===== config.mk =====
export PLATFORM = sky130hd
export DESIGN_NAME = bfp_dot_accumulator_flat
export DESIGN_NICKNAME = d
export VERILOG_FILES = /design/src/rtl/bfp_pkg.sv /design/src/rtl/bfp_dot_accumulator_if.sv /design/src/rtl/bfp_align_add.sv /design/src/rtl/bfp_dot_accumulator.sv /design/src/flat_wrapper.sv
export SDC_FILE = /design/constraint.sdc
export NUM_CORES = 2
export LEC_CHECK = 0
export CORE_MARGIN = 1
export CORE_UTILIZATION = 30
export CTS_CLUSTER_SIZE = 16
export DETAILED_ROUTE_END_ITERATION = 6
export GPL_TIMING_DRIVEN = 0
export PLACE_DENSITY = 0.44
export SKIP_LAST_GASP = 1
export SYNTH_ARGS = -nofsm -noshare
export SYNTH_HDL_FRONTEND = slang
export SYNTH_SLANG_ARGS = --single-unit
export TNS_END_PERCENT = 10

===== constraint.sdc =====
create_clock -name clk -period 6.13 [get_ports clk]
set_input_delay 0.9195 -clock clk [delete_from_list [all_inputs] [get_ports clk]]
set_output_delay 0.9195 -clock clk [all_outputs]
set_load 0.01 [all_outputs]

===== src/rtl/bfp_pkg.sv =====
// Shared sizing defaults, FSM state type and term-width helper for the
// block-floating-point dot-product accumulator.
package bfp_pkg;

    localparam int unsigned MANT_W = 11;
    localparam int unsigned EXP_W  = 5;
    localparam int unsigned ACC_W  = 32;
    localparam int unsigned LANES  = 4;

    typedef enum logic [1:0] {
        ST_IDLE  = 2'd0,
        ST_ACCUM = 2'd1,
        ST_DRAIN = 2'd2,
        ST_OUT   = 2'd3
    } state_e;

    // Signed width able to hold the sum of LANES signed products.
    function automatic int unsigned term_w(input int unsigned mant_w);
        return 2 * mant_w + 3;
    endfunction

endpackage


===== src/rtl/bfp_dot_accumulator_if.sv =====
// Input block-pair stream and group-result stream of the BFP dot accumulator.
interface bfp_dot_accumulator_if #(
    parameter int unsigned MANT_W = bfp_pkg::MANT_W,
    parameter int unsigned EXP_W  = bfp_pkg::EXP_W,
    parameter int unsigned ACC_W  = bfp_pkg::ACC_W
) ();

    logic                     in_valid;
    logic                     in_ready;
    logic                     in_last;
    logic [MANT_W-1:0]        a_m0;
    logic [MANT_W-1:0]        a_m1;
    logic [MANT_W-1:0]        a_m2;
    logic [MANT_W-1:0]        a_m3;
    logic [3:0]               a_s;
    logic [EXP_W-1:0]         a_exp;
    logic [MANT_W-1:0]        b_m0;
    logic [MANT_W-1:0]        b_m1;
    logic [MANT_W-1:0]        b_m2;
    logic [MANT_W-1:0]        b_m3;
    logic [3:0]               b_s;
    logic [EXP_W-1:0]         b_exp;
    logic                     out_valid;
    logic                     out_ready;
    logic signed [ACC_W-1:0]  out_acc;
    logic [EXP_W:0]           out_exp;
    logic                     out_ovf;

    modport master (
        output in_valid, in_last,
        output a_m0, a_m1, a_m2, a_m3, a_s, a_exp,
        output b_m0, b_m1, b_m2, b_m3, b_s, b_exp,
        output out_ready,
        input  in_ready, out_valid, out_acc, out_exp, out_ovf
    );

    modport slave (
        input  in_valid, in_last,
        input  a_m0, a_m1, a_m2, a_m3, a_s, a_exp,
        input  b_m0, b_m1, b_m2, b_m3, b_s, b_exp,
        input  out_ready,
        output in_ready, out_valid, out_acc, out_exp, out_ovf
    );

endinterface


===== src/rtl/bfp_align_add.sv =====
// Combinational exponent alignment, accumulate and saturation of one term
// into the running block-floating-point accumulator.
module bfp_align_add #(
    parameter int unsigned ACC_W = bfp_pkg::ACC_W,
    parameter int unsigned T_W   = bfp_pkg::term_w(bfp_pkg::MANT_W),
    parameter int unsigned E_W   = bfp_pkg::EXP_W + 1
) (
    input  logic                    first_i,
    input  logic signed [ACC_W-1:0] acc_i,
    input  logic [E_W-1:0]          acc_exp_i,
    input  logic signed [T_W-1:0]   t_i,
    input  logic [E_W-1:0]          e_i,
    output logic signed [ACC_W-1:0] acc_c_o,
    output logic [E_W-1:0]          exp_c_o,
    output logic                    sat_c_o
);

    // Arithmetic right shift where distances past the width collapse to sign fill.
    function automatic logic signed [ACC_W-1:0] sra_sat(
        input logic signed [ACC_W-1:0] v,
        input logic [E_W-1:0]          sh
    );
        if (32'(sh) >= ACC_W) begin
            return {ACC_W{v[ACC_W-1]}};
        end
        return v >>> sh;
    endfunction

    logic signed [ACC_W-1:0] t_ext;
    logic signed [ACC_W-1:0] add_a;
    logic signed [ACC_W-1:0] add_b;
    logic signed [ACC_W:0]   sum;

    always_comb begin
        t_ext   = {{(ACC_W-T_W){t_i[T_W-1]}}, t_i};
        add_a   = '0;
        add_b   = '0;
        sum     = '0;
        acc_c_o = acc_i;
        exp_c_o = acc_exp_i;
        sat_c_o = 1'b0;
        if (first_i) begin
            acc_c_o = t_ext;
            exp_c_o = e_i;
        end else begin
            if (e_i >= acc_exp_i) begin
                add_a   = sra_sat(acc_i, e_i - acc_exp_i);
                add_b   = t_ext;
                exp_c_o = e_i;
            end else begin
                add_a = acc_i;
                add_b = sra_sat(t_ext, acc_exp_i - e_i);
            end
            sum = {add_a[ACC_W-1], add_a} + {add_b[ACC_W-1], add_b};
            // Top two sum bits disagree only when the true sum left the ACC_W range.
            if (sum[ACC_W] != sum[ACC_W-1]) begin
                sat_c_o = 1'b1;
                acc_c_o = sum[ACC_W] ? {1'b1, {(ACC_W-1){1'b0}}}
                                     : {1'b0, {(ACC_W-1){1'b1}}};
            end else begin
                acc_c_o = sum[ACC_W-1:0];
            end
        end
    end

endmodule


===== src/rtl/bfp_dot_accumulator.sv =====
// Four-lane block-floating-point dot product with a saturating, exponent-
// aligning group accumulator: multiply, reduce, accumulate, then present.
module bfp_dot_accumulator #(
    parameter int unsigned MANT_W = bfp_pkg::MANT_W,
    parameter int unsigned EXP_W  = bfp_pkg::EXP_W,
    parameter int unsigned ACC_W  = bfp_pkg::ACC_W
) (
    input  logic                 clk,
    input  logic                 rst,
    bfp_dot_accumulator_if.slave bus
);

    import bfp_pkg::*;

    localparam int unsigned P_W = 2 * MANT_W;
    localparam int unsigned T_W = term_w(MANT_W);
    localparam int unsigned E_W = EXP_W + 1;

    state_e state_q, state_d;
    logic   in_ready_q, in_ready_d;
    logic   out_valid_q, out_valid_d;
    logic   out_load_c, out_clear_c;
    logic   accept_c;

    logic [LANES-1:0][MANT_W-1:0] a_m_c;
    logic [LANES-1:0][MANT_W-1:0] b_m_c;

    logic                      s1_valid_q, s1_last_q;
    logic [LANES-1:0][P_W-1:0] s1_prod_q;
    logic [LANES-1:0]          s1_sgn_q;
    logic [E_W-1:0]            s1_exp_q;

    logic                    s2_valid_q, s2_last_q;
    logic signed [T_W-1:0]   s2_t_q;
    logic [E_W-1:0]          s2_exp_q;
    logic signed [T_W-1:0]   t_sum_c;

    logic signed [ACC_W-1:0] acc_q;
    logic [E_W-1:0]          acc_exp_q;
    logic                    acc_first_q;
    logic                    grp_ovf_q;
    logic                    s3_last_q;
    logic signed [ACC_W-1:0] acc_c;
    logic [E_W-1:0]          acc_exp_c;
    logic                    sat_c;

    logic signed [ACC_W-1:0] out_acc_q;
    logic [E_W-1:0]          out_exp_q;
    logic                    out_ovf_q;

    assign a_m_c    = {bus.a_m3, bus.a_m2, bus.a_m1, bus.a_m0};
    assign b_m_c    = {bus.b_m3, bus.b_m2, bus.b_m1, bus.b_m0};
    assign accept_c = bus.in_valid && in_ready_q;

    // Stage 1: lane products, product signs and summed block exponent.
    always_ff @(posedge clk) begin
        if (rst) begin
            s1_valid_q <= 1'b0;
            s1_last_q  <= 1'b0;
            s1_prod_q  <= '0;
            s1_sgn_q   <= '0;
            s1_exp_q   <= '0;
        end else begin
            s1_valid_q <= accept_c;
            s1_last_q  <= accept_c && bus.in_last;
            if (accept_c) begin
                for (int i = 0; i < LANES; i++) begin
                    s1_prod_q[i] <= P_W'(a_m_c[i]) * P_W'(b_m_c[i]);
                end
                s1_sgn_q <= bus.a_s ^ bus.b_s;
                s1_exp_q <= E_W'(bus.a_exp) + E_W'(bus.b_exp);
            end
        end
    end

    always_comb begin
        t_sum_c = '0;
        for (int i = 0; i < LANES; i++) begin
            if (s1_sgn_q[i]) begin
                t_sum_c = t_sum_c - $signed(T_W'(s1_prod_q[i]));
            end else begin
                t_sum_c = t_sum_c + $signed(T_W'(s1_prod_q[i]));
            end
        end
    end

    // Stage 2: signed reduction of the four lanes into one term.
    always_ff @(posedge clk) begin
        if (rst) begin
            s2_valid_q <= 1'b0;
            s2_last_q  <= 1'b0;
            s2_t_q     <= '0;
            s2_exp_q   <= '0;
        end else begin
            s2_valid_q <= s1_valid_q;
            s2_last_q  <= s1_valid_q && s1_last_q;
            if (s1_valid_q) begin
                s2_t_q   <= t_sum_c;
                s2_exp_q <= s1_exp_q;
            end
        end
    end

    bfp_align_add #(
        .ACC_W (ACC_W),
        .T_W   (T_W),
        .E_W   (E_W)
    ) u_align_add (
        .first_i   (acc_first_q),
        .acc_i     (acc_q),
        .acc_exp_i (acc_exp_q),
        .t_i       (s2_t_q),
        .e_i       (s2_exp_q),
        .acc_c_o   (acc_c),
        .exp_c_o   (acc_exp_c),
        .sat_c_o   (sat_c)
    );

    // Stage 3: accumulator; the last term re-arms the first-term flag.
    always_ff @(posedge clk) begin
        if (rst) begin
            acc_q       <= '0;
            acc_exp_q   <= '0;
            acc_first_q <= 1'b1;
            grp_ovf_q   <= 1'b0;
            s3_last_q   <= 1'b0;
        end else begin
            s3_last_q <= s2_valid_q && s2_last_q;
            if (s2_valid_q) begin
                acc_q       <= acc_c;
                acc_exp_q   <= acc_exp_c;
                acc_first_q <= s2_last_q;
                grp_ovf_q   <= (grp_ovf_q && !acc_first_q) || sat_c;
            end
        end
    end

    always_ff @(posedge clk) begin
        if (rst) begin
            state_q     <= ST_IDLE;
            in_ready_q  <= 1'b0;
            out_valid_q <= 1'b0;
        end else begin
            state_q     <= state_d;
            in_ready_q  <= in_ready_d;
            out_valid_q <= out_valid_d;
        end
    end

    always_comb begin
        state_d     = state_q;
        out_valid_d = out_valid_q;
        out_load_c  = 1'b0;
        out_clear_c = 1'b0;
        case (state_q)
            ST_IDLE: begin
                if (accept_c) begin
                    state_d = bus.in_last ? ST_DRAIN : ST_ACCUM;
                end
            end
            ST_ACCUM: begin
                if (accept_c && bus.in_last) begin
                    state_d = ST_DRAIN;
                end
            end
            ST_DRAIN: begin
                if (s3_last_q) begin
                    state_d     = ST_OUT;
                    out_valid_d = 1'b1;
                    out_load_c  = 1'b1;
                end
            end
            ST_OUT: begin
                if (out_valid_q && bus.out_ready) begin
                    state_d     = ST_IDLE;
                    out_valid_d = 1'b0;
                    out_clear_c = 1'b1;
                end
            end
            default: state_d = ST_IDLE;
        endcase
        in_ready_d = (state_d == ST_IDLE) || (state_d == ST_ACCUM);
    end

    // Result holding register; reads as zero whenever no result is offered.
    always_ff @(posedge clk) begin
        if (rst) begin
            out_acc_q <= '0;
            out_exp_q <= '0;
            out_ovf_q <= 1'b0;
        end else if (out_load_c) begin
            out_acc_q <= acc_q;
            out_exp_q <= acc_exp_q;
            out_ovf_q <= grp_ovf_q;
        end else if (out_clear_c) begin
            out_acc_q <= '0;
            out_exp_q <= '0;
            out_ovf_q <= 1'b0;
        end
    end

    assign bus.in_ready  = in_ready_q;
    assign bus.out_valid = out_valid_q;
    assign bus.out_acc   = out_acc_q;
    assign bus.out_exp   = out_exp_q;
    assign bus.out_ovf   = out_ovf_q;

endmodule


===== src/flat_wrapper.sv =====
// flat-port wrapper written by rule: the top's interface ports become plain ports
module bfp_dot_accumulator_flat import bfp_pkg::*;
#(
    parameter int unsigned MANT_W = bfp_pkg::MANT_W,
    parameter int unsigned EXP_W  = bfp_pkg::EXP_W,
    parameter int unsigned ACC_W  = bfp_pkg::ACC_W
)
  (clk, rst, bus_in_valid, bus_in_last, bus_a_m0, bus_a_m1, bus_a_m2, bus_a_m3, bus_a_s, bus_a_exp, bus_b_m0, bus_b_m1, bus_b_m2, bus_b_m3, bus_b_s, bus_b_exp, bus_out_ready, bus_in_ready, bus_out_valid, bus_out_acc, bus_out_exp, bus_out_ovf);
  bfp_dot_accumulator_if #(.MANT_W(MANT_W), .EXP_W(EXP_W), .ACC_W(ACC_W)) bus_i ();
  input  logic clk;
  input  logic rst;
  input wire logic [$bits(bus_i.in_valid)-1:0] bus_in_valid;
  input wire logic [$bits(bus_i.in_last)-1:0] bus_in_last;
  input wire logic [$bits(bus_i.a_m0)-1:0] bus_a_m0;
  input wire logic [$bits(bus_i.a_m1)-1:0] bus_a_m1;
  input wire logic [$bits(bus_i.a_m2)-1:0] bus_a_m2;
  input wire logic [$bits(bus_i.a_m3)-1:0] bus_a_m3;
  input wire logic [$bits(bus_i.a_s)-1:0] bus_a_s;
  input wire logic [$bits(bus_i.a_exp)-1:0] bus_a_exp;
  input wire logic [$bits(bus_i.b_m0)-1:0] bus_b_m0;
  input wire logic [$bits(bus_i.b_m1)-1:0] bus_b_m1;
  input wire logic [$bits(bus_i.b_m2)-1:0] bus_b_m2;
  input wire logic [$bits(bus_i.b_m3)-1:0] bus_b_m3;
  input wire logic [$bits(bus_i.b_s)-1:0] bus_b_s;
  input wire logic [$bits(bus_i.b_exp)-1:0] bus_b_exp;
  input wire logic [$bits(bus_i.out_ready)-1:0] bus_out_ready;
  output wire logic [$bits(bus_i.in_ready)-1:0] bus_in_ready;
  output wire logic [$bits(bus_i.out_valid)-1:0] bus_out_valid;
  output wire logic [$bits(bus_i.out_acc)-1:0] bus_out_acc;
  output wire logic [$bits(bus_i.out_exp)-1:0] bus_out_exp;
  output wire logic [$bits(bus_i.out_ovf)-1:0] bus_out_ovf;
  assign bus_i.in_valid = bus_in_valid;
  assign bus_i.in_last = bus_in_last;
  assign bus_i.a_m0 = bus_a_m0;
  assign bus_i.a_m1 = bus_a_m1;
  assign bus_i.a_m2 = bus_a_m2;
  assign bus_i.a_m3 = bus_a_m3;
  assign bus_i.a_s = bus_a_s;
  assign bus_i.a_exp = bus_a_exp;
  assign bus_i.b_m0 = bus_b_m0;
  assign bus_i.b_m1 = bus_b_m1;
  assign bus_i.b_m2 = bus_b_m2;
  assign bus_i.b_m3 = bus_b_m3;
  assign bus_i.b_s = bus_b_s;
  assign bus_i.b_exp = bus_b_exp;
  assign bus_i.out_ready = bus_out_ready;
  assign bus_in_ready = bus_i.in_ready;
  assign bus_out_valid = bus_i.out_valid;
  assign bus_out_acc = bus_i.out_acc;
  assign bus_out_exp = bus_i.out_exp;
  assign bus_out_ovf = bus_i.out_ovf;
  bfp_dot_accumulator #(.MANT_W(MANT_W), .EXP_W(EXP_W), .ACC_W(ACC_W)) u_core (.clk(clk), .rst(rst), .bus(bus_i));
endmodule

# Word level (Yosys, flattened, before mapping)
# Index checks and enable logic that the tools add are counted.
[op_classes] mul=4 n_bitwise=1 n_mux=44 order_cmp=3 shifts=2 n_reduce_logical=16 eq_ne=7 n_addsub=11
[ops] cell="32-bit two-way mux" count=13
[ops] cell="25-bit two-way mux" count=4
[ops] cell="11-bit by 11-bit multiplier with 22-bit output" count=4
[ops] cell="25-bit by 23-bit adder with 25-bit output" count=3
[ops] cell="25-bit by 23-bit subtractor with 25-bit output" count=3
[ops] cell="32-bit by 32-bit adder with 33-bit output" count=1
[ops] cell="25-bit by 6-bit >>> shifter with 32-bit output" count=1
[ops] cell="32-bit by 6-bit >>> shifter with 32-bit output" count=1
[ops] cell="6-bit two-way mux" count=4
[ops] cell="1-bit by 22-bit subtractor with 23-bit output (first input constant)" count=1
[ops] cell="1-bit two-way mux" count=16
[ops] cell="6-bit >= comparator (second input constant)" count=2
[ops] cell="6-bit subtractor" count=2
[ops] cell="2-bit two-way mux" count=5
[ops] cell="2-bit case mux with 4 select lines" count=1
[ops] cell="5-bit by 5-bit adder with 6-bit output" count=1
[ops] cell="6-bit >= comparator" count=1
[ops] cell="1-bit logical AND" count=6
[ops] cell="2-bit nonzero test" count=3
[ops] cell="2-bit by 1-bit equality test with 1-bit output (second input constant)" count=2
[ops] cell="2-bit equality test (second input constant)" count=2
[ops] cell="2-bit logical NOT" count=2
[ops] cell="2-bit by 1-bit inequality test with 1-bit output (second input constant)" count=2
[ops] cell="4-bit XOR" count=1
[ops] cell="other kinds (6)" count=7
[word_totals] reg_bits=217 wordCells=111 input_bits=111

# Longest topological paths before layout
[depth] depth_word=13 mapped_depth=37 ltp_nobuf=37

# Cells and area by module
# Synthesis repeated with hierarchy kept, for this count alone.
[hier_totals] hier_cells=4400 hier_area_um2=35081.1
[by_module_without_submodules] module="bfp_dot_accumulator" n_inst=1 seq_area_each_um2=4344.2 area_per_inst_um2=28561.1 cells_each=3448
[by_module_without_submodules] module="bfp_align_add" n_inst=1 seq_area_each_um2=0.0 area_per_inst_um2=6520.0 cells_each=952

# Worst setup path before layout
# OpenSTA, ideal clock, no wires.
[synth_path] path_type="reg2reg" startpoint="reg u_core.s1_prod_q[22] (netlist name)" endpoint="reg u_core.s2_t_q[24]" slack_ns=-0.321 path_stages_with_launch=37 setup_time_ns=0.128 arrival_ns=6.322 cell_sequence="dfxtp_1 inv_1 ha_1 mux2_2 inv_1 ha_1 nor2b_1 o21ai_0 a21boi_0 o21a_1 or2_2 a21o_1 a21oi_1 xnor2_1 ha_1 a21o_1 a21oi_1 o21bai_1 a21oi_1 nor2b_1 a311o_1 nand2_1 nand2b_1 a21o_1 xor2_1 ha_1 a21o_1 nand2_1 a21bo_2 or3b_2 nor2_1 a21oi_1 a221oi_1 xnor2_1 xnor2_1 mux2i_1 o21ai_1"
[synth_via] elab_chain_cells=6
[synth_rtl] item="start, declared" line="bfp_dot_accumulator.sv:29" source="logic [LANES-1:0][P_W-1:0] s1_prod_q;"
[synth_rtl] item="start signal, assigned by index" line="bfp_dot_accumulator.sv:68" source="s1_prod_q[i] <= P_W'(a_m_c[i]) * P_W'(b_m_c[i]);"
[synth_rtl] item="25-bit by 23-bit adder with 25-bit output / 25-bit by 23-bit subtractor with 25-bit output (equally long branches)" line="bfp_dot_accumulator.sv:82, bfp_dot_accumulator.sv:80"
[synth_rtl] item="25-bit two-way mux *" line="bfp_dot_accumulator.sv:79" source="if (s1_sgn_q[i]) begin"
[synth_rtl] item="25-bit by 23-bit adder with 25-bit output / 25-bit by 23-bit subtractor with 25-bit output (equally long branches)" line="bfp_dot_accumulator.sv:82, bfp_dot_accumulator.sv:80"
[synth_rtl] item="25-bit two-way mux *" line="bfp_dot_accumulator.sv:79"
[synth_rtl] item="25-bit by 23-bit adder with 25-bit output / 25-bit by 23-bit subtractor with 25-bit output (equally long branches)" line="bfp_dot_accumulator.sv:82, bfp_dot_accumulator.sv:80"
[synth_rtl] item="25-bit two-way mux *" line="bfp_dot_accumulator.sv:79"
[synth_rtl] item="end signal, assigned" line="bfp_dot_accumulator.sv:98" source="s2_t_q <= t_sum_c;"
[synth_rtl] item="end, declared" line="bfp_dot_accumulator.sv:34" source="logic signed [T_W-1:0] s2_t_q;"
# Every way passes the cells marked *; elsewhere a longest branch is shown, timed or not.
# A chain may end at the register's enable or synchronous reset.

# Final worst setup path
[layout_path] startpoint="reg u_core.s1_sgn_q[0]" endpoint="reg u_core.s2_t_q[24]"
[layout_via] elab_chain_cells=7
[layout_rtl] item="start, declared" line="bfp_dot_accumulator.sv:30" source="logic [LANES-1:0] s1_sgn_q;"
[layout_rtl] item="start signal, assigned" line="bfp_dot_accumulator.sv:70" source="s1_sgn_q <= bus.a_s ^ bus.b_s;"
[layout_rtl] item="25-bit two-way mux *" line="bfp_dot_accumulator.sv:79"
[layout_rtl] item="25-bit by 23-bit adder with 25-bit output / 25-bit by 23-bit subtractor with 25-bit output (equally long branches)" line="bfp_dot_accumulator.sv:82, bfp_dot_accumulator.sv:80"
[layout_rtl] item="25-bit two-way mux *" line="bfp_dot_accumulator.sv:79"
[layout_rtl] item="25-bit by 23-bit adder with 25-bit output / 25-bit by 23-bit subtractor with 25-bit output (equally long branches)" line="bfp_dot_accumulator.sv:82, bfp_dot_accumulator.sv:80"
[layout_rtl] item="25-bit two-way mux *" line="bfp_dot_accumulator.sv:79"
[layout_rtl] item="25-bit by 23-bit adder with 25-bit output / 25-bit by 23-bit subtractor with 25-bit output (equally long branches)" line="bfp_dot_accumulator.sv:82, bfp_dot_accumulator.sv:80"
[layout_rtl] item="25-bit two-way mux *" line="bfp_dot_accumulator.sv:79"
# Marks and branches as above.

==> results.md <==
- The finished layout holds 6,063 standard cells, fillers aside.
- In the routed design, unresolved DRC markers number 0.
- Among all stages on the critical path, the largest delay is contributed by sky130_fd_sc_hd__xnor2_1.
- The final setup violation count is 6.
- The count of flip-flops with a built-in enable after synthesis is 0.
- In the final routed layout, each cell accounts on average for 19.1 µm.
- The number of warning messages in the yosys log is 0.
- The transition at the pin with the smallest max-transition slack is 1.43 ns.
- On the final layout, the worst hold slack is 0.438 ns.
- Setup repair after global routing could not meet its margin everywhere.
- Once detail routing completed, the nets flagged for antenna violations numbered 0.
- The area growth from synthesis to layout is 18.0%.
- The floorplan step defined a die boundary enclosing 114,000 µm².
- For this block, the via count after detailed routing is 30.0k.
- The final layout contains 5,354 nets.
- The post-synthesis compound-gate area fraction is 15.7%.
- The cell count after synthesis came out at 4,314.
- The horizontal die dimension is 338 µm.
- At the end of routability-driven placement, the weighted congestion stood at 0.965.
- The latest clock arrival within the worst-skew pair is 0.59 ns.
- Timing would allow up to 153 MHz.
- In this run the number of H-tree levels came out at 1.
- The top-level I/O count is 152.
- The placeable core area is 111,000 µm².
- The kind of capture point of the worst setup path is a flop.
- Among cell families on the critical path, the largest total delay comes from compound AO/OA/AOI/OAI gates.
- In the final layout, the share of cells above drive strength 1 is 8.57%.
- The number of I/O port buffers is 151.
- The die extent in y is 338 µm.
- The routed via count divided by cell count is 4.96.
- The worst-case reg-to-reg path depth is 32.
- The critical path launch point type is a flop.
- For this run, the total global-route usage over all layers was measured as 20.3%.
- The number of placed instances, taps included, is 5,953.
- The initial utilization of the core area, before any placement, comes to 30.4%.
- The synthesized net count is 5,116.
- The pin count of the biggest net entering global routing is 14.
- The synthesized netlist occupies a cell area of 33,800 µm².
- The launch instance of the worst register-to-register path is u_core.s1_sgn_q[0]$_SDFFE_PP0P_.
- The synthesized design contains 217 register bits.
- Global routing finished with a remaining overflow of 0.
- The part of the cycle the worst path needs is 107%.
- The number of buffers and inverters on the critical path is 2.
- The most critical setup path has its endpoint at u_core.s2_t_q[24]$_SDFFE_PP0P_.
- Summing the areas of all xor and xnor instances in the mapped netlist gives 6.21% of the synthesized area.
- The maximum clock insertion buffer count is 3.
- The synthesized netlist contains 70 unique library cells.
- In this run, CTS created clock tree buffers numbering 28.
- For this design, the sink count on the clock tree is 217.
- The checks that failed: negative setup slack.
- Summing the areas of all and, or, nand and nor instances in the mapped netlist gives 20.0% of the synthesized area.
- Clock-pin slew was measured on the worst setup and hold paths at 0.06 ns.
- The flow ran to the end, but the final reports show violations.
- The total count of hold-check failures in the final report is 0.
- The clock tree from TritonCTS is built.
- The final clock skew is 0.0109 ns.
- After clock tree synthesis, the flow added hold-fix buffers numbering 0.
- The dominant combinational cell family by area after synthesis is adder cells.
- The clock period minus final worst setup slack is 6.55 ns.
- The worst pin sits at a relative slew slack of 4.86%.
- After synthesis, flip-flops and latches occupy 12.9% of the total area.
- Across the run, the number of max-cap violations was 0.
- The data arrival time of the worst path is 6.99 ns.
- The endpoint of the lowest-slack register-to-register path is u_core.s2_t_q[24]$_SDFFE_PP0P_.
- The first global-routing pass estimated 181,000 µm of wire.
- Before antenna repair, the detailed router went through 5 iterations.
- The total number of cells along the worst setup path is 32.
- The minimum setup slack in the final design is -0.422 ns.
- The worst setup slack for register-to-register paths is -0.42 ns.
- The via count of the first global-routing pass is 30.9k.
- The multiplexer share of the synthesized area is 4.49%.
- Of all flip-flops after synthesis, the portion carrying an async set or reset was 0%.
- The setup path with the least slack is of type flop to flop.
- The data required time at the worst endpoint is 6.57 ns.
- The number of antenna violations at the first check in global routing was 2.
- On the worst path, the slowest cell contributes a delay of 0.43 ns.
- The type of the most critical hold path is flop to flop.
- The placed wire-length estimate is 95,300 µm.
- The top fanout value on the critical path is 10.
- The floorplan has 122 rows.
- In this run the worst setup path begins at u_core.s1_sgn_q[0]$_SDFFE_PP0P_.
- The root buffer cell chosen for the clock tree is sky130_fd_sc_hd__clkbuf_16.
- For this run, the leading register cell type out of synthesis is sky130_fd_sc_hd__dfxtp_1.
- Each instance of the synthesized netlist takes up on average 7.83 µm².
- The number of pins with negative max-slew slack in the final report is 0.
- The area share of fa/ha/maj cells after synthesis is 32.9%.
- The routed design has 116,000 µm of wire.
- The number of DRC violations after detailed-routing iteration 0 is 1,389.
Yosys cell counts, types with 9 or more instances:
master | instances | share of area [%]
sky130_fd_sc_hd__nand4_1 | 11 | 0.20
sky130_fd_sc_hd__nor4_1 | 15 | 0.28
sky130_fd_sc_hd__a22o_1 | 9 | 0.23
sky130_fd_sc_hd__nand2_1 | 644 | 7.2
sky130_fd_sc_hd__dfxtp_1 | 217 | 13
sky130_fd_sc_hd__nand2b_1 | 31 | 0.57
sky130_fd_sc_hd__o21bai_1 | 22 | 0.49
sky130_fd_sc_hd__o41ai_1 | 9 | 0.23
sky130_fd_sc_hd__buf_1 | 24 | 0.27
sky130_fd_sc_hd__and2_1 | 224 | 4.1
sky130_fd_sc_hd__a21o_1 | 76 | 1.7
sky130_fd_sc_hd__o21ai_0 | 168 | 2.5
sky130_fd_sc_hd__nor2b_1 | 45 | 0.83
sky130_fd_sc_hd__o211ai_1 | 13 | 0.29
sky130_fd_sc_hd__a21oi_1 | 320 | 4.7
sky130_fd_sc_hd__xor2_1 | 59 | 1.5
sky130_fd_sc_hd__o22ai_1 | 25 | 0.46
sky130_fd_sc_hd__nor3_1 | 83 | 1.2
sky130_fd_sc_hd__ha_1 | 364 | 13
sky130_fd_sc_hd__nor2_1 | 313 | 3.5
sky130_fd_sc_hd__a31oi_1 | 31 | 0.57
sky130_fd_sc_hd__clkbuf_1 | 196 | 2.2
sky130_fd_sc_hd__mux2i_1 | 76 | 2.3
sky130_fd_sc_hd__o21a_1 | 29 | 0.64
sky130_fd_sc_hd__inv_1 | 479 | 5.3
sky130_fd_sc_hd__a211oi_1 | 41 | 0.91
sky130_fd_sc_hd__fa_1 | 327 | 19
sky130_fd_sc_hd__o31ai_1 | 16 | 0.36
sky130_fd_sc_hd__xnor2_1 | 178 | 4.6
sky130_fd_sc_hd__mux4_2 | 24 | 1.6
sky130_fd_sc_hd__mux2_2 | 18 | 0.60
sky130_fd_sc_hd__and3_1 | 18 | 0.33
sky130_fd_sc_hd__a22oi_1 | 43 | 0.96
sky130_fd_sc_hd__or3_1 | 17 | 0.31
sky130_fd_sc_hd__nand3_1 | 38 | 0.56
cells in the final DEF, fill, tap and decap left out, types with 140 or more instances in the layout:
| cell type | instances |
|---|---|
| sky130_fd_sc_hd__ha_1 | 352 |
| sky130_fd_sc_hd__fa_1 | 325 |
| sky130_fd_sc_hd__nor2_1 | 306 |
| sky130_fd_sc_hd__a21oi_1 | 298 |
| sky130_fd_sc_hd__clkdlybuf4s50_1 | 151 |
| sky130_fd_sc_hd__xnor2_1 | 156 |
| sky130_fd_sc_hd__clkbuf_1 | 140 |
| sky130_fd_sc_hd__inv_1 | 474 |
| sky130_fd_sc_hd__and2_1 | 224 |
| sky130_fd_sc_hd__nand2_1 | 640 |
| sky130_fd_sc_hd__dfxtp_1 | 208 |
worst reg2reg max path: cells and delay by family (launching register included):
kind / cells / cell delay (ns)
AOI/OAI and AO/OA: 13 / 2.25
xor gates and xnor gates: 5 / 1.19
and+or+nand+nor: 8 / 0.99
adders and majority gates: 3 / 0.98
DFF: 1 / 0.37
buffers and inverters: 2 / 0.32
muxes: 1 / 0.31
kinds of logic after synthesis:
| logic type | Yosys count |
|---|---|
| xor gates and xnor gates | 238 |
| AOI/OAI and AO/OA | 869 |
| muxes | 119 |
| adders and majority gates | 691 |
| buffers and inverters | 706 |
| and+or+nand+nor | 1474 |
| DFF | 217 |
per-stage QoR:
step | area, µm² | util, % | setup slack, ns | setup TNS (ns)
global route | 39900 | 35.9 | -0.755 | -8.62
CTS | 39200 | 35.3 | -0.545 | -2.91
floorplan | 33800 | - | 0.00242 | 0
detailed placement | 37200 | 33.5 | -2.32 | -92.96
finish | 39900 | 35.9 | -0.422 | -0.918
global placement | 37200 | 33.5 | -2.33 | -94.42
worst min-delay path by stage:
stage                                      startpoint                     endpoint  cells past startpoint  slack, ns
final                     u_core.s1_last_q$_SDFF_PP0_  u_core.s2_last_q$_SDFF_PP0_                      1       0.44
after global routing      u_core.s1_last_q$_SDFF_PP0_  u_core.s2_last_q$_SDFF_PP0_                      1       0.47
after CTS                 u_core.s1_last_q$_SDFF_PP0_  u_core.s2_last_q$_SDFF_PP0_                      1       0.44
after detailed placement  u_core.s1_last_q$_SDFF_PP0_  u_core.s2_last_q$_SDFF_PP0_                      1       0.43
after global placement    u_core.s1_last_q$_SDFF_PP0_  u_core.s2_last_q$_SDFF_PP0_                      1       0.42
after floorplan           u_core.s1_last_q$_SDFF_PP0_  u_core.s2_last_q$_SDFF_PP0_                      1       0.41
area by class of cell:
cell class	count	area, µm²
fillers	12000	71300
well taps	1488	1860
clock buffers	33	771
clock inverters	19	262
inverters	479	1800
repair buffers	213	2010
diodes	1	2.50
plain buffers	222	1070
multi-input cells	3391	27700
flip-flops and latches	217	4370
registers in the layout (all words and copies together), names as in the netlist, 2 cells and up:
name and flops:
u_core.acc_q 32, u_core.s2_exp_q 6, u_core.acc_exp_q 6, u_core.s2_t_q 25
u_core.bus.out_acc 32, u_core.s1_sgn_q 4, u_core.state_q 2, u_core.s1_exp_q 6
u_core.bus.out_exp 6, u_core.s1_prod_q 88
what timing repair did:
| item | in CTS | in global routing |
|---|---|---|
| setup endpoints to repair | 55 | 74 |
| gates resized for setup | 162 | 224 |
| setup buffers | 41 | 21 |
| pin swaps | 53 | 55 |
layer usage:
| metal | vias to the layer above | track usage (%) | routed length, µm |
|---|---|---|---|
| met2 | 478 | 36.3 | 56500 |
| met3 | 144 | 1.46 | 2990 |
| met1 | 14600 | 26.0 | 52100 |
| li1 | 14800 | - | - |
| met5 | - | 0 | 0 |
| met4 | 0 | 5.94 | 3950 |
Power is left out: the tool's default activity adds up to more than one toggle a clock period on the data nets, which glitch-free logic cannot reach.
